## src/rtl/spi_master_pkg.sv

```systemverilog
// Shared types and constants for the SPI master receive path.
package spi_master_pkg;

  localparam int SPI_WORD_W = 32;
  localparam int SPI_CNT_W  = 16;

  typedef enum logic {
    SPI_STD  = 1'b0,
    SPI_QUAD = 1'b1
  } spi_mode_e;

  // Append one beat of samples to the shift register, MSB-first.
  function automatic logic [SPI_WORD_W-1:0] spi_shift_in(
    input logic [SPI_WORD_W-1:0] sh,
    input spi_mode_e             mode,
    input logic [3:0]            sdi
  );
    logic [SPI_WORD_W-1:0] res;
    case (mode)
      SPI_QUAD: res = {sh[SPI_WORD_W-5:0], sdi};
      SPI_STD:  res = {sh[SPI_WORD_W-2:0], sdi[0]};
      default:  res = {sh[SPI_WORD_W-2:0], sdi[0]};
    endcase
    return res;
  endfunction

endpackage

```

## src/rtl/spi_rx_outreg.sv

```systemverilog
// Single-entry valid/ready holding register for received words, with a sticky
// overflow flag raised when a completed word arrives while the slot is still full.
module spi_rx_outreg
  import spi_master_pkg::*;
(
  input  logic                  clk,
  input  logic                  rstn,
  input  logic                  word_valid_i,
  input  logic [SPI_WORD_W-1:0] word_i,
  input  logic                  ready_i,
  input  logic                  overflow_clr_i,
  output logic [SPI_WORD_W-1:0] data_o,
  output logic                  data_valid_o,
  output logic                  overflow_o
);

  logic [SPI_WORD_W-1:0] data_q, data_d;
  logic                  valid_q, valid_d;
  logic                  ovf_q, ovf_d;
  logic                  accept_s;
  logic                  drop_s;

  // Next-state: load when the slot is free or being emptied this cycle, otherwise drop.
  always_comb begin
    data_d   = data_q;
    valid_d  = valid_q;
    ovf_d    = ovf_q;
    accept_s = word_valid_i & (~valid_q | ready_i);
    drop_s   = word_valid_i & valid_q & ~ready_i;
    if (accept_s) begin
      data_d  = word_i;
      valid_d = 1'b1;
    end else if (valid_q & ready_i) begin
      valid_d = 1'b0;
    end else begin
      valid_d = valid_q;
    end
    if (drop_s) begin
      ovf_d = 1'b1;
    end else if (overflow_clr_i) begin
      ovf_d = 1'b0;
    end else begin
      ovf_d = ovf_q;
    end
  end

  // Holding register and overflow flag state.
  always_ff @(posedge clk or negedge rstn) begin
    if (!rstn) begin
      data_q  <= {SPI_WORD_W{1'b0}};
      valid_q <= 1'b0;
      ovf_q   <= 1'b0;
    end else begin
      data_q  <= data_d;
      valid_q <= valid_d;
      ovf_q   <= ovf_d;
    end
  end

  assign data_o       = data_q;
  assign data_valid_o = valid_q;
  assign overflow_o   = ovf_q;

endmodule

```

## src/rtl/spi_master_rx.sv

```systemverilog
// SPI master receive datapath: samples sdi on rx_edge beats (1 or 4 bits per beat),
// packs MSB-first into 32-bit words and delivers them through a holding register.
module spi_master_rx
  import spi_master_pkg::*;
#(
  parameter int CNT_W    = SPI_CNT_W,
  parameter int RST_TRGT = 8
) (
  input  logic                  clk,
  input  logic                  rstn,
  input  logic                  en,
  input  logic                  rx_edge,
  input  logic                  sdi0,
  input  logic                  sdi1,
  input  logic                  sdi2,
  input  logic                  sdi3,
  input  logic                  en_quad_in,
  input  logic [CNT_W-1:0]      counter_in,
  input  logic                  counter_in_upd,
  output logic                  rx_done,
  output logic [SPI_WORD_W-1:0] data,
  output logic                  data_valid,
  input  logic                  data_ready,
  output logic                  rx_stall,
  output logic                  overflow,
  input  logic                  overflow_clr
);

  logic [CNT_W-1:0]      counter_q, counter_d;
  logic [CNT_W-1:0]      trgt_q, trgt_d;
  logic [SPI_WORD_W-1:0] shift_q, shift_d;
  logic                  running_q, running_d;

  spi_mode_e             mode_s;
  logic                  beat_s;
  logic                  step_s;
  logic                  last_s;
  logic                  wb_s;
  logic [CNT_W-1:0]      load_trgt_s;
  logic [SPI_WORD_W-1:0] shift_in_s;

  assign mode_s     = spi_mode_e'(en_quad_in);
  assign beat_s     = en & rx_edge;
  // A beat coinciding with a target load is discarded.
  assign step_s     = beat_s & ~counter_in_upd;
  assign last_s     = (counter_q == (trgt_q - CNT_W'(1)));
  assign shift_in_s = spi_shift_in(shift_q, mode_s, {sdi3, sdi2, sdi1, sdi0});

  // Word boundary and load target depend on how many bits each beat carries.
  always_comb begin
    wb_s        = last_s;
    load_trgt_s = counter_in;
    case (mode_s)
      SPI_QUAD: begin
        wb_s        = last_s | (counter_q[2:0] == 3'd7);
        load_trgt_s = counter_in >> 2;
      end
      SPI_STD: begin
        wb_s        = last_s | (counter_q[4:0] == 5'd31);
        load_trgt_s = counter_in;
      end
      default: begin
        wb_s        = last_s;
        load_trgt_s = counter_in;
      end
    endcase
  end

  // Counter, target and shift register next-state; shift clears at each word boundary.
  always_comb begin
    counter_d = counter_q;
    trgt_d    = trgt_q;
    shift_d   = shift_q;
    running_d = running_q;
    if (counter_in_upd) begin
      trgt_d    = (load_trgt_s == {CNT_W{1'b0}}) ? CNT_W'(1) : load_trgt_s;
      counter_d = {CNT_W{1'b0}};
      shift_d   = {SPI_WORD_W{1'b0}};
      running_d = 1'b1;
    end else if (beat_s) begin
      shift_d   = wb_s ? {SPI_WORD_W{1'b0}} : shift_in_s;
      counter_d = last_s ? {CNT_W{1'b0}} : (counter_q + CNT_W'(1));
      running_d = last_s ? 1'b0 : running_q;
    end else begin
      counter_d = counter_q;
    end
  end

  // Transfer state registers.
  always_ff @(posedge clk or negedge rstn) begin
    if (!rstn) begin
      counter_q <= {CNT_W{1'b0}};
      trgt_q    <= CNT_W'(RST_TRGT);
      shift_q   <= {SPI_WORD_W{1'b0}};
      running_q <= 1'b0;
    end else begin
      counter_q <= counter_d;
      trgt_q    <= trgt_d;
      shift_q   <= shift_d;
      running_q <= running_d;
    end
  end

  assign rx_done  = step_s & last_s;
  assign rx_stall = running_q & data_valid & ~data_ready & wb_s;

  spi_rx_outreg u_outreg (
    .clk            (clk),
    .rstn           (rstn),
    .word_valid_i   (step_s & wb_s),
    .word_i         (shift_in_s),
    .ready_i        (data_ready),
    .overflow_clr_i (overflow_clr),
    .data_o         (data),
    .data_valid_o   (data_valid),
    .overflow_o     (overflow)
  );

endmodule
```

## config.mk

```make
export PLATFORM = sky130hd
export DESIGN_NAME = spi_master_rx
export DESIGN_NICKNAME = d
export VERILOG_FILES = /design/src/rtl/spi_master_pkg.sv /design/src/rtl/spi_rx_outreg.sv /design/src/rtl/spi_master_rx.sv
export SDC_FILE = /design/constraint.sdc
export NUM_CORES = 1
export LEC_CHECK = 0
export BUFFER_PORTS_ARGS = -buffer_cell sky130_fd_sc_hd__buf_2
export CORE_MARGIN = 2
export CORE_UTILIZATION = 55
export DETAILED_ROUTE_END_ITERATION = 10
export PLACE_DENSITY = 0.87
export REMOVE_ABC_BUFFERS = 1
export SLEW_MARGIN = 10
export SYNTH_ARGS = -nofsm -noshare
export SYNTH_HDL_FRONTEND = slang
export SYNTH_SLANG_ARGS = --single-unit
```

## constraint.sdc

```tcl
create_clock -name clk -period 8.8 [get_ports clk]
set_clock_uncertainty 0.2 [all_clocks]
set_input_delay 0.44 -clock clk [delete_from_list [all_inputs] [get_ports clk]]
set_output_delay 0.44 -clock clk [all_outputs]
set_load 0.05 [all_outputs]
```

==> out/results.tsv <==
stage	metric	value	unit
power	VDD IR max	0.101	mV
setup_path	crit-path max cell delay	660	ps
clocking	clk sinks	98	
setup_path	crit-path cells	inv_1 > ha_1 > or4b_2 > or4_1 > a21boi_0 > o211ai_1 > nor4_4 > nor2_1 > buf_4 > nor3b_1 > buf_2	
die	Starting Density	0.574	
sta	RSZ-0062 raised after global routing	false	
sta	max-slew violations	0	
synth	Syn Inst Count	454	
routing	number of DRC markers in iteration 0	181	
sta	Final Cycle Share	0.521	
die	Core ar.	8810	um^2
synth	synthesized flop and latch total	98	
sta	f_max	218	MHz
synth	combinational family with the most area after synthesis	multiplexers	
placement	port buffer count	63	
cells_and_area	Layout Nets	542	
setup_path	CP Data Arrival Time	3940	ps
sta	# setup viols final	0	
die	die width	99.8	um
cells_and_area	post-route cell area	5670	um^2
synth	Most used DFF post-synth	dfrtp_1	
setup_path	Worst Path Max Fanout	22	
clocking	worst skew pair latency	370	ps
clocking	number of gates resized after cts	0	
sta	hold slack	36.4	ps
synth	post-synth cell types	51	
clocking	clk root buf	clkbuf_8	
setup_path	Critical Path Slowest Stage Cell	or4b_2	
synth	Mean Syn Cell Area	11.1	um^2
setup_path	Crit Path Class	reg -> out	
placement	DPL Wire Length	7560	um
sta	Worst-Margin Slew	1010	ps
synth	Post-synth ARST share	1.00	
clocking	clock-pin slew of the registers on the worst-case setup and hold paths	110	ps
routing	Avg WL per Cell	17.6	um
cells_and_area	final core occ	0.644	
clocking	htree depth	3	
routing	First-pass DRT Iterations	4	
sta	min cycle time layout	4580	ps
clocking	Setup Buffers After CTS	0	
routing	DR WL met2	5560	um
setup_path	Crit path max-delay family	simple AND/OR/NAND/NOR gates	
synth	Post-synth EDFFs	0	
routing	DRT antenna net count	0	
sta	endpoints failing hold	0	
cells_and_area	P&R area growth vs syn	12.3	%
sta	worst slew margin relative to its limit	0.327	
clocking	CTS tree	done	
global_route	total global-route track usage	0.234	
global_route	GRT Residual Overflow	0	
die	row count	34	
die	I/O pin count	64	
synth	Synth Cell Area	5050	um^2
synth	xor/xnor share of the synthesized area	0.0520	
setup_path	CP bufs+invs	3	
global_route	first-pass GRT wire length	18700	um
setup_path	CP Capture Type	primary output	
routing	total number of vias	3679	
routing	final wirelength	11000	um
synth	synthesized-area fraction occupied by adder cells	0.00991	
placement	Cell Area, Placed	5440	um^2
cells_and_area	share of cells above drive strength 1	0.260	
setup_path	Worst Setup Start Kind	flip-flop	
hold_path	worst hold path type	in -> reg	
synth	dominant cell type by area after synthesis	dfrtp_1	
routing	metal3 WL	450	um
routing	DRC viols	0	
synth	Synth top area share	0.480	
synth	Area contributors post-synth	dfrtp_1, mux2i_1, mux2_4	
routing	met1 WL	4810	um
sta	TNS Setup	0	ps
flow_run	MaxCap Viol Count	0	
routing	via/cell ratio	5.91	
global_route	vias in the first global route	3854	
power	leakage	2.82	nW
routing	DR top layer	met4	
power	Power per Cell Area	152	nW/um^2
cells_and_area	n_diodes	0	
synth	mux share of post-synthesis cell area	0.178	
synth	YS warnings	0	
clocking	hold buffer count at CTS	1	
synth	post-synthesis simple-gate area fraction	0.126	
global_route	antenna violations before repair	0	
synth	Synth Area in Compound Gates	0.111	
clocking	maximum root-to-sink buffer count	2	
die	full die area	9970	um^2
die	Chip Height	99.8	um
placement	Final Wtd Congestion	0.941	
synth	sequential area share after synthesis	0.486	
cells_and_area	fillers	675	
global_route	largest net degree at the start of global routing	84	
run_status	status	completed	
setup_path	CP Data Required Time	8160	ps
clocking	total CTS buffers	9	
[cell usage in the layout (no fill, tap or decap), types with 6 or more instances in the layout]
master	Yosys	routed
nand2b_1	6	6
o21ai_0	20	20
buf_2	2	62
dfrtp_1	97	97
inv_1	19	19
clkbuf_8	0	9
mux2i_1	38	38
a21oi_1	19	18
xor2_1	11	11
nand3_1	6	6
mux2_4	18	18
nand4_1	8	8
xnor2_1	19	19
nand2_1	27	27
mux2_2	22	22
buf_4	0	7
nor3_1	6	6
a32o_1	19	19
nor2_1	35	35
[worst reg2reg max path, delay by kind of cell, from the launching register on]
| kind | cells | cell delay, ps |
|---|---|---|
| and+or+nand+nor | 3 | 1610 |
| AOI/OAI and AO/OA | 3 | 610 |
| DFF | 1 | 450 |
| buffers and inverters | 2 | 420 |
| muxes | 1 | 350 |
| adders and majority gates | 1 | 210 |
[kinds of logic (layout without fill, tap and decap cells)]
kind of cell	Yosys count	in the layout
compound gates	78	78
fa+ha+maj	4	4
xor+xnor	30	30
buf+inv	44	105
simple gates	122	122
mux	78	78
flops	98	98
[state kept, by name (all words and copies together), names as in the netlist]
register / count
running_q: 1
u_outreg.data_valid_o: 1
u_outreg.overflow_o: 1
counter_q: 16
trgt_q: 16
u_outreg.data_o: 32
shift_q: 31
[where the power goes]
group	leakage [nW]	internal (mW)	switching (mW)
clock	0.111	0.140	0.170
sequential	1.26	0.459	0.0131
combinational	1.45	0.0305	0.0473
total	2.82	0.630	0.231
[stage by stage]
| stage | setup WS, ps | power, mW | cells |
|---|---|---|---|
| after floorplan | 4240 | 0.520 | 429 |
| after global placement | 4800 | 0.555 | 606 |
| after detailed placement | 4690 | 0.558 | 606 |
| after CTS | 4240 | 0.867 | 623 |
| after global routing | 3980 | 0.899 | 623 |
| final | 4220 | 0.860 | 623 |
[Yosys cell counts, types with 5 or more instances]
cell and count:
nand2_1 27, nor3_1 6, mux2_4 18, mux2i_1 38, nand3_1 6, nor4_1 5
mux2_2 22, nand4_1 8, nand2b_1 6, a32o_1 19, xor2_1 11, nor2_1 35
dfrtp_1 97, inv_1 19, a21oi_1 19, xnor2_1 19, clkbuf_1 18, and3_1 5
o21ai_0 20
[metal layers]
metal | GRT usage | vias up
met5 | 0 | -
met4 | 0.0727 | 0
met3 | 0.0418 | 17
met2 | 0.403 | 90
met1 | 0.305 | 1823
li1 | - | 1749
[cell type report]
class                           count  area [um^2]  area share
Inverter                           19         71.3      0.0126
Tap cell                          108          135      0.0238
Sequential cell                    98         2450       0.433
Timing Repair Buffer               70          373      0.0657
Clock inverter                      7         95.1      0.0168
Clock buffer                        9          124      0.0218
Multi-Input combinational cell    312         2420       0.427
[final timing paths]
check | from | endpoint | slack [ps] | cells after the start
setup / recovery | trgt_q[0] | rx_stall | 4220 | 11
hold / removal | overflow_clr | u_outreg.overflow_o | 40 | 2
setup reg to reg | trgt_q[0] | u_outreg.data_o[20] | 4850 | 10
hold reg to reg | shift_q[29] | shift_q[29] | 300 | 1
max in group asynchronous | rstn | u_outreg.data_valid_o | 6880 | 3
min in group asynchronous | rstn | trgt_q[11] | 280 | 2
Power figures use the tool's default switching activity.
